==> config.mk <==
export PLATFORM = sky130hd
export DESIGN_NAME = hazard_unit
export DESIGN_NICKNAME = d
export VERILOG_FILES = /design/src/rtl/hazard_unit_pkg.sv /design/src/rtl/hazard_unit_branch_compare.sv /design/src/rtl/hazard_unit.sv
export SDC_FILE = /design/constraint.sdc
export NUM_CORES = 1
export LEC_CHECK = 0
export CAP_MARGIN = 20
export CORE_MARGIN = 8
export CORE_UTILIZATION = 36
export CTS_BUF_LIST = sky130_fd_sc_hd__clkbuf_4 sky130_fd_sc_hd__clkbuf_8
export DETAILED_ROUTE_END_ITERATION = 6
export GPL_ROUTABILITY_DRIVEN = 0
export PLACE_DENSITY = 0.79
export SETUP_SLACK_MARGIN = 0.4
export SYNTH_ARGS = -nofsm -noshare
export SYNTH_HDL_FRONTEND = slang
export SYNTH_HIERARCHICAL = 1
export SYNTH_SLANG_ARGS = --single-unit
==> constraint.sdc <==
create_clock -name clk -period 2.2 [get_ports clk]
set_clock_uncertainty 0.15 [all_clocks]
set_input_delay 0.44 -clock clk [delete_from_list [all_inputs] [get_ports clk]]
set_output_delay 0.44 -clock clk [all_outputs]
set_load 0.1 [all_outputs]
==> src/rtl/hazard_unit_pkg.sv <==
// Shared ISA constants, hazard codes and hazard-unit FSM state type,
// also consumed by the control decoder.
package hazard_unit_pkg;

    localparam logic [3:0] OP_ATYPE = 4'b0000;
    localparam logic [3:0] OP_ANDI  = 4'b0001;
    localparam logic [3:0] OP_ORI   = 4'b0010;
    localparam logic [3:0] OP_BLT   = 4'b0100;
    localparam logic [3:0] OP_BGT   = 4'b0101;
    localparam logic [3:0] OP_BEQ   = 4'b0110;
    localparam logic [3:0] OP_LW    = 4'b1000;
    localparam logic [3:0] OP_SW    = 4'b1001;
    localparam logic [3:0] OP_LB    = 4'b1010;
    localparam logic [3:0] OP_SB    = 4'b1011;
    localparam logic [3:0] OP_JMP   = 4'b1100;
    localparam logic [3:0] OP_HALT  = 4'b1111;

    localparam logic [3:0] FN_MUL   = 4'b0100;
    localparam logic [3:0] FN_DIV   = 4'b1000;

    localparam logic [2:0] HZ_NONE  = 3'b000;
    localparam logic [2:0] HZ_BLT   = 3'b001;
    localparam logic [2:0] HZ_BGT   = 3'b010;
    localparam logic [2:0] HZ_BEQ   = 3'b011;

    typedef enum logic [1:0] {
        ST_IDLE    = 2'd0,
        ST_MD_BUSY = 2'd1,
        ST_HALTED  = 2'd2
    } hz_state_t;

    function automatic logic is_branch(input logic [3:0] op);
        return (op == OP_BLT) || (op == OP_BGT) || (op == OP_BEQ);
    endfunction

endpackage

==> src/rtl/hazard_unit_branch_compare.sv <==
// Combinational signed comparator turning a branch opcode and its two
// register operands into the taken/not-taken hazard code.
module branch_compare
    import hazard_unit_pkg::*;
#(
    parameter int DATA_WIDTH   = 16,
    parameter int OP_WIDTH     = 4,
    parameter int HAZARD_WIDTH = 3
) (
    input  logic [OP_WIDTH-1:0]     opcode,
    input  logic [DATA_WIDTH-1:0]   op1,
    input  logic [DATA_WIDTH-1:0]   op2,
    output logic [HAZARD_WIDTH-1:0] hazard
);

    logic signed [DATA_WIDTH-1:0] a;
    logic signed [DATA_WIDTH-1:0] b;

    assign a = op1;
    assign b = op2;

    always_comb begin
        hazard = HAZARD_WIDTH'(HZ_NONE);
        case (opcode)
            OP_BLT:  if (a < b)  hazard = HAZARD_WIDTH'(HZ_BLT);
            OP_BGT:  if (a > b)  hazard = HAZARD_WIDTH'(HZ_BGT);
            OP_BEQ:  if (a == b) hazard = HAZARD_WIDTH'(HZ_BEQ);
            default: hazard = HAZARD_WIDTH'(HZ_NONE);
        endcase
    end

endmodule

==> src/rtl/hazard_unit.sv <==
// Load-use / branch-dependency stall logic, multi-cycle mult/div front-end
// hold and halt latch for the 16-bit CPU; branch outcome comes from branch_compare.
module hazard_unit
    import hazard_unit_pkg::*;
#(
    parameter int DATA_WIDTH     = 16,
    parameter int REG_ADDR_WIDTH = 4,
    parameter int OP_WIDTH       = 4,
    parameter int FUNC_WIDTH     = 4,
    parameter int HAZARD_WIDTH   = 3,
    parameter int MULT_CYCLES    = 4,
    parameter int DIV_CYCLES     = 8
) (
    input  logic                      clk,
    input  logic                      rst,
    input  logic [OP_WIDTH-1:0]       id_opcode,
    input  logic [FUNC_WIDTH-1:0]     id_funct,
    input  logic [REG_ADDR_WIDTH-1:0] id_rs1,
    input  logic [REG_ADDR_WIDTH-1:0] id_rs2,
    input  logic [DATA_WIDTH-1:0]     id_op1,
    input  logic [DATA_WIDTH-1:0]     id_op2,
    input  logic [REG_ADDR_WIDTH-1:0] ex_rd,
    input  logic                      ex_mem_read,
    input  logic                      ex_reg_write,
    output logic [HAZARD_WIDTH-1:0]   hazard,
    output logic                      pc_write,
    output logic                      if_id_write,
    output logic                      id_ex_bubble,
    output logic                      md_start,
    output logic                      md_is_div,
    output logic                      halted
);

    localparam int MAX_CYCLES = (MULT_CYCLES > DIV_CYCLES) ? MULT_CYCLES : DIV_CYCLES;
    localparam int CNT_W      = $clog2(MAX_CYCLES);
    localparam logic [CNT_W-1:0] MULT_LOAD = CNT_W'(MULT_CYCLES - 1);
    localparam logic [CNT_W-1:0] DIV_LOAD  = CNT_W'(DIV_CYCLES - 1);

    hz_state_t               state;
    hz_state_t               state_next;
    logic [CNT_W-1:0]        cnt;
    logic [CNT_W-1:0]        cnt_next;
    logic                    use_rs1;
    logic                    use_rs2;
    logic                    is_br;
    logic                    is_md;
    logic                    ld_use;
    logic                    br_dep;
    logic                    stall;
    logic [HAZARD_WIDTH-1:0] br_code;

    branch_compare #(
        .DATA_WIDTH   (DATA_WIDTH),
        .OP_WIDTH     (OP_WIDTH),
        .HAZARD_WIDTH (HAZARD_WIDTH)
    ) u_branch_compare (
        .opcode (id_opcode),
        .op1    (id_op1),
        .op2    (id_op2),
        .hazard (br_code)
    );

    always_comb begin
        use_rs1 = 1'b0;
        use_rs2 = 1'b0;
        case (id_opcode)
            OP_ATYPE, OP_BLT, OP_BGT, OP_BEQ, OP_SW, OP_SB: begin
                use_rs1 = 1'b1;
                use_rs2 = 1'b1;
            end
            OP_ANDI, OP_ORI, OP_LW, OP_LB: use_rs1 = 1'b1;
            default: ;
        endcase
    end

    assign is_br  = is_branch(id_opcode);
    assign is_md  = (id_opcode == OP_ATYPE) && ((id_funct == FN_MUL) || (id_funct == FN_DIV));
    assign ld_use = ex_mem_read && ((use_rs1 && (ex_rd == id_rs1)) || (use_rs2 && (ex_rd == id_rs2)));
    // Branch compare reads the register file directly, so any EX writer to a source must stall.
    assign br_dep = is_br && ex_reg_write && ((ex_rd == id_rs1) || (ex_rd == id_rs2));
    assign stall  = ld_use || br_dep || (state == ST_MD_BUSY);

    always_comb begin
        state_next   = state;
        cnt_next     = cnt;
        md_start     = 1'b0;
        md_is_div    = 1'b0;
        pc_write     = 1'b1;
        if_id_write  = 1'b1;
        id_ex_bubble = 1'b0;
        hazard       = br_code;
        case (state)
            ST_IDLE: begin
                if (stall) begin
                    pc_write     = 1'b0;
                    if_id_write  = 1'b0;
                    id_ex_bubble = 1'b1;
                    hazard       = HAZARD_WIDTH'(HZ_NONE);
                end else if (is_md) begin
                    md_start   = 1'b1;
                    md_is_div  = id_funct[3];
                    cnt_next   = id_funct[3] ? DIV_LOAD : MULT_LOAD;
                    state_next = ST_MD_BUSY;
                end else if (id_opcode == OP_HALT) begin
                    state_next = ST_HALTED;
                end
            end
            ST_MD_BUSY: begin
                pc_write     = 1'b0;
                if_id_write  = 1'b0;
                id_ex_bubble = 1'b1;
                hazard       = HAZARD_WIDTH'(HZ_NONE);
                if (cnt != '0) cnt_next = cnt - CNT_W'(1);
                if (cnt <= CNT_W'(1)) state_next = ST_IDLE;
            end
            ST_HALTED: begin
                pc_write     = 1'b0;
                if_id_write  = 1'b0;
                id_ex_bubble = 1'b1;
                hazard       = HAZARD_WIDTH'(HZ_NONE);
            end
            default: state_next = ST_IDLE;
        endcase
        // Outputs are combinational, so reset must override them directly while asserted.
        if (rst) begin
            pc_write     = 1'b0;
            if_id_write  = 1'b0;
            id_ex_bubble = 1'b1;
            md_start     = 1'b0;
            md_is_div    = 1'b0;
            hazard       = HAZARD_WIDTH'(HZ_NONE);
        end
    end

    always_ff @(posedge clk or posedge rst) begin
        if (rst) begin
            state <= ST_IDLE;
            cnt   <= '0;
        end else begin
            state <= state_next;
            cnt   <= cnt_next;
        end
    end

    assign halted = (state == ST_HALTED) && !rst;

endmodule

# Word level (Yosys, flattened, before mapping)
# Cells that the tools add are included.
[word_totals] reg_bits=5 word_cells=86
[op_classes] add_sub_neg=1 order_cmp=3 n_eq_ne=22 n_mux=33 bitwise=1 reduce_logical=24
[op_table] operator="== test 4 bit (second input constant)" count=6
[op_table] operator="two-way mux 3 bit" count=6
[op_table] operator="== test 16 bit" count=1
[op_table] operator="== test 4 x 3 -> 1 bit (second input constant)" count=4
[op_table] operator="greater-than comparator 16 bit" count=1
[op_table] operator="< comparator 16 bit" count=1
[op_table] operator="two-way mux 1 bit" count=15
[op_table] operator="two-way mux 2 bit" count=6
[op_table] operator="case mux 3 bit (2 select lines)" count=2
[op_table] operator="OR reduction 10 bit" count=1
[op_table] operator="case mux 3 bit (3 select lines)" count=1
[op_table] operator="== test 4 bit" count=2
[op_table] operator="AND reduction 4 bit" count=2
[op_table] operator="logical AND 1 bit" count=7
[op_table] operator="logical OR 1 bit" count=7
[op_table] operator="case mux 2 bit (3 select lines)" count=1
[op_table] operator="OR reduction 6 bit" count=1
[op_table] operator="== test 4 x 1 -> 1 bit (second input constant)" count=1
[op_table] operator="== test 4 x 2 -> 1 bit (second input constant)" count=1
[op_table] operator="logical NOT 4 bit" count=1
[op_table] operator="inequality test 2 x 1 -> 1 bit (second input constant)" count=2
[op_table] operator="inequality test 2 bit (second input constant)" count=2
[op_table] operator="case mux 1 bit (2 select lines)" count=2
[op_table] operator="less-or-equal comparator 3 x 1 -> 1 bit (second input constant)" count=1
[op_table] operator="other kinds (10)" count=10

# Depth between registers and ports, before layout
[logic_depth] depth_word=11 ltp_mapped=9 depth_no_buf=9

# Modules after synthesis
# The synthesis kept the hierarchy.
[modules_own_cells] module="hazard_unit" n_inst=1 cells_each=85 area_each_um2=699.4 seq_area_each_um2=125.1
[modules_own_cells] module="branch_compare" n_inst=1 cells_each=68 area_each_um2=473.0 seq_area_each_um2=0.0

# Worst setup path before layout
# No wires, ideal clock.
[synth_timing] path_kind="input port to output port" start="input id_op2[15]" end="output hazard[0]" t_arrival_ns=3.884 setup_slack_ns=-2.274 cell_stages=8 n_path_buf=0 cell_sequence="inv_1 ha_1 nand4_2 a2111o_1 o211ai_2 xor2_1 a21bo_1 nor3b_1"
[synth_between] elab_chain_len=6 word_cells_on_any_way=8
[synth_lines] item="from (decl)" line_no="hazard_unit.sv:21" rtl="input logic [DATA_WIDTH-1:0] id_op2,"
[synth_lines] item="< comparator 16 bit or == test 16 bit (tied branches)" line_no="hazard_unit_branch_compare.sv:25, hazard_unit_branch_compare.sv:27"
[synth_lines] item="two-way mux 1 bit or two-way mux 2 bit (tied branches)" line_no="hazard_unit_branch_compare.sv:25, hazard_unit_branch_compare.sv:27"
[synth_lines] item="case mux 3 bit (3 select lines) *" line_no="hazard_unit_branch_compare.sv:24" rtl="case (opcode)"
[synth_lines] item="net br_code[0]" line_no="hazard_unit.sv:50" rtl="logic [HAZARD_WIDTH-1:0] br_code;"
[synth_lines] item="two-way mux 3 bit" line_no="hazard_unit.sv:94" rtl="if (stall) begin"
[synth_lines] item="case mux 3 bit (2 select lines) *" line_no="hazard_unit.sv:92" rtl="case (state)"
[synth_lines] item="two-way mux 3 bit *" line_no="hazard_unit.sv:125" rtl="if (rst) begin"
[synth_lines] item="to (decl)" line_no="hazard_unit.sv:25" rtl="output logic [HAZARD_WIDTH-1:0] hazard,"
# Mark *: on every way through the listed nets, which the timed path passes. The rest lies on a longest branch.

# Final worst setup path
[layout_timing] start="input id_op2[1]" end="output hazard[0]"
# The elaborated chain is that of the path after synthesis.

==> flow_summary.json <==
{
  "cp-start-kind": "input port",
  "overflow": 0,
  "worst_slew_pin_slew_ps": 2990,
  "finalCritPeriodShare_pct": 133,
  "hold_path_end": "cnt[1]$_DFFE_PP0P_",
  "final_util_pct": 86.7,
  "cp_data_arrival_time_ps": 2330,
  "reg2reg_depth": 9,
  "n_fill_cell": 159,
  "dp_worst_setup_slack_ps": -1080,
  "min_path_cells": 1,
  "ir_drop_mv": 1.37,
  "critical_path_buf_inv_count": 3,
  "cts.sinks": 5,
  "grtUsageTotal_pct": 19.0,
  "final_common_cell": "buf_4",
  "htreeDepth": 1,
  "die_h_um": 73.1,
  "dpl.cell_count": 285,
  "syn-num-nets": 232,
  "setup_viol_count_final": 10,
  "grt_max_degree": 9,
  "fin_hold_ws_ps": 411,
  "synth_cell_type_count": 42,
  "first_iter_violations": 65,
  "hold_violations": 0,
  "ant_nets": 0,
  "viasPerCell": 5.09,
  "cts_buffer_depth": 2,
  "violations": "max-slew violations, negative setup slack",
  "place_hpwl_um": 3390,
  "drive_gt1_share_pct": 63.6,
  "power.internal_mw": 1.06,
  "antenna_cells": 0,
  "p_clk_share_pct": 6.4,
  "final_cell_mix": "buf_4, buf_6, ha_4",
  "fin_cells": 302,
  "floorplan.io_pins": 65,
  "yosysWarnings": 6,
  "grt_pass1_vias": 1690,
  "cp.required_ps": 1610,
  "worst_path_max_delay_cell": "a2111o_1",
  "rsz0062_at_grt": "yes",
  "worstSetupPathType": "input port to primary output",
  "fin_ws_ps": -719,
  "cp_top_family": "compound AO/OA/AOI/OAI gates",
  "row_count": 20,
  "cp_num_cells": 11,
  "die_area_um2": 5340,
  "status": "finished with violations",
  "yosys_most_used_dff": "dfrtp_1",
  "wl_um": 5360,
  "drc": 0,
  "initial_utilization_pct": 38.1,
  "p_comb_share_pct": 86.0,
  "min_period_ps": 2920,
  "synth-seq-cells": 5,
  "ctsHoldBuffers": 0,
  "first_pass_iters": 4,
  "grt_pass1_wl_um": 7870,
  "antenna_found_initial": 0,
  "multi_input_area_um2": 1400,
  "numCtsBuffers": 3,
  "synth.yosys.seq_area_share_pct": 10.7,
  "p_sw_mw": 1.03,
  "coreArea_um2": 3080,
  "rr_startpoint": "state[0]$_DFFE_PP0P_",
  "rrSetupSlack_ps": 90,
  "worstHoldStart": "cnt[1]$_DFFE_PP0P_",
  "slew_headroom_pct": -99.8,
  "portBuffers": 63,
  "wl_per_cell_um": 17.7,
  "sw_frac_of_total_pct": 49.3,
  "cap_violations": 0,
  "clk_pin_slew_ps": 40,
  "crit_path_max_incr_delay_ps": 430,
  "critPathMaxFanout": 2,
  "p_leak_nw": 1.21,
  "vias": 1538,
  "critical_path.endpoint_type": "primary output",
  "async_reset_ff_share_pct": 100,
  "clock.fmax_mhz": 343,
  "synth-edff-count": 0,
  "syn_avg_cell_area_um2": 7.66,
  "synthesis.area_um2": 1170,
  "path_cells": "buf_8 -> inv_4 -> ha_4 -> nor2b_1 -> o211ai_1 -> a2111o_1 -> o211ai_2 -> xor2_2 -> a21bo_1 -> nor3b_4 -> buf_12",
  "drv_slew": 1,
  "clk_latency_ps": 270,
  "finalNetCount": 338,
  "area_growth_pct": 128,
  "seqPwrFrac_pct": 7.7,
  "cts_root_buffer": "clkbuf_4",
  "seqCellArea_um2": 125,
  "reg2reg_to": "state[1]$_DFFE_PP0P_",
  "hold_path_class": "flop to flop",
  "netlist_instances": 153,
  "power.density_nw_per_um2": 786,
  "die_w_um": 73.1,
  "cts_tree": "built"
}
## power by group through the flow
stage	logic, mW	registers [mW]	clock network, mW
6_report	1.80	0.161	0.133
5_1_grt	1.89	0.168	0.141
4_1_cts	1.59	0.156	0.130
3_5_place_dp	1.38	0.157	0
3_3_place_gp	1.35	0.153	0
2_1_floorplan	0.840	0.153	0
## per-stage QoR
| step | power, mW | area [µm²] | TNS (ps) |
|---|---|---|---|
| 4_1_cts | 1.87 | 2510 | -3820 |
| 6_report | 2.10 | 2670 | -4230 |
| 3_3_place_gp | 1.50 | 2230 | -8460 |
| 2_1_floorplan | 0.993 | 1270 | -5380 |
| 5_1_grt | 2.20 | 2670 | -4780 |
| 3_5_place_dp | 1.54 | 2230 | -8710 |
## cell usage after synthesis (3+ instances only)
cell / number / area (µm²)
inv_1: 25 / 93.8
ha_1: 23 / 288
a21oi_1: 11 / 55.1
nand2_1: 11 / 41.3
nor2_1: 10 / 37.5
xor2_1: 10 / 87.6
dfrtp_1: 5 / 125
nand4_1: 4 / 25.0
o21ai_0: 4 / 20.0
nand2b_1: 3 / 18.8
nand3_1: 3 / 15.0
nor2b_1: 3 / 18.8
nor3b_1: 3 / 22.5
nor4_1: 3 / 18.8
o211ai_1: 3 / 22.5
## cell families (layout without fill, tap and decap cells)
group           count (synthesis)  count (layout)  share of synthesized area [%]
buf+inv                        29             134                           9.93
simple gates                   49              49                           22.9
flops                           5               5                           10.7
xor+xnor                       10              10                           7.47
mux                             2               2                           1.92
compound gates                 34              34                           22.2
fa+ha+maj                      23              23                           24.5
other cells                     1               1                          0.320
## registers in the layout (all words and copies together), names as in the netlist
name   flops
cnt        3
state      2
## cell type report
type | count | area share [%]
inverters | 25 | 3.70
clock buffers | 4 | 1.12
flip-flops and latches | 5 | 4.69
multi-input cells | 119 | 52.4
well taps | 44 | 2.06
repair buffers | 105 | 36.0
## worst max path at each step
stage,start,to,slack (ps)
4_1_cts,id_op2[1],hazard[0],-680
6_report,id_op2[1],hazard[0],-720
2_1_floorplan,id_opcode[0],md_is_div,-1050
5_1_grt,id_op2[4],hazard[0],-770
3_5_place_dp,id_op2[1],hazard[0],-1080
3_3_place_gp,id_op2[1],hazard[0],-1010
## repair_timing
item	CTS	global route
pin swaps	42	21
endpoints found under the setup margin	13	13
resized for setup	199	55
setup buffers	5	8
## layer usage
metal	track usage, %	wire length (µm)
met4	8.67	204
met1	19.2	1990
met3	6.87	471
met2	34.0	2690
met5	0	0
Power figures use the tool's default switching activity.
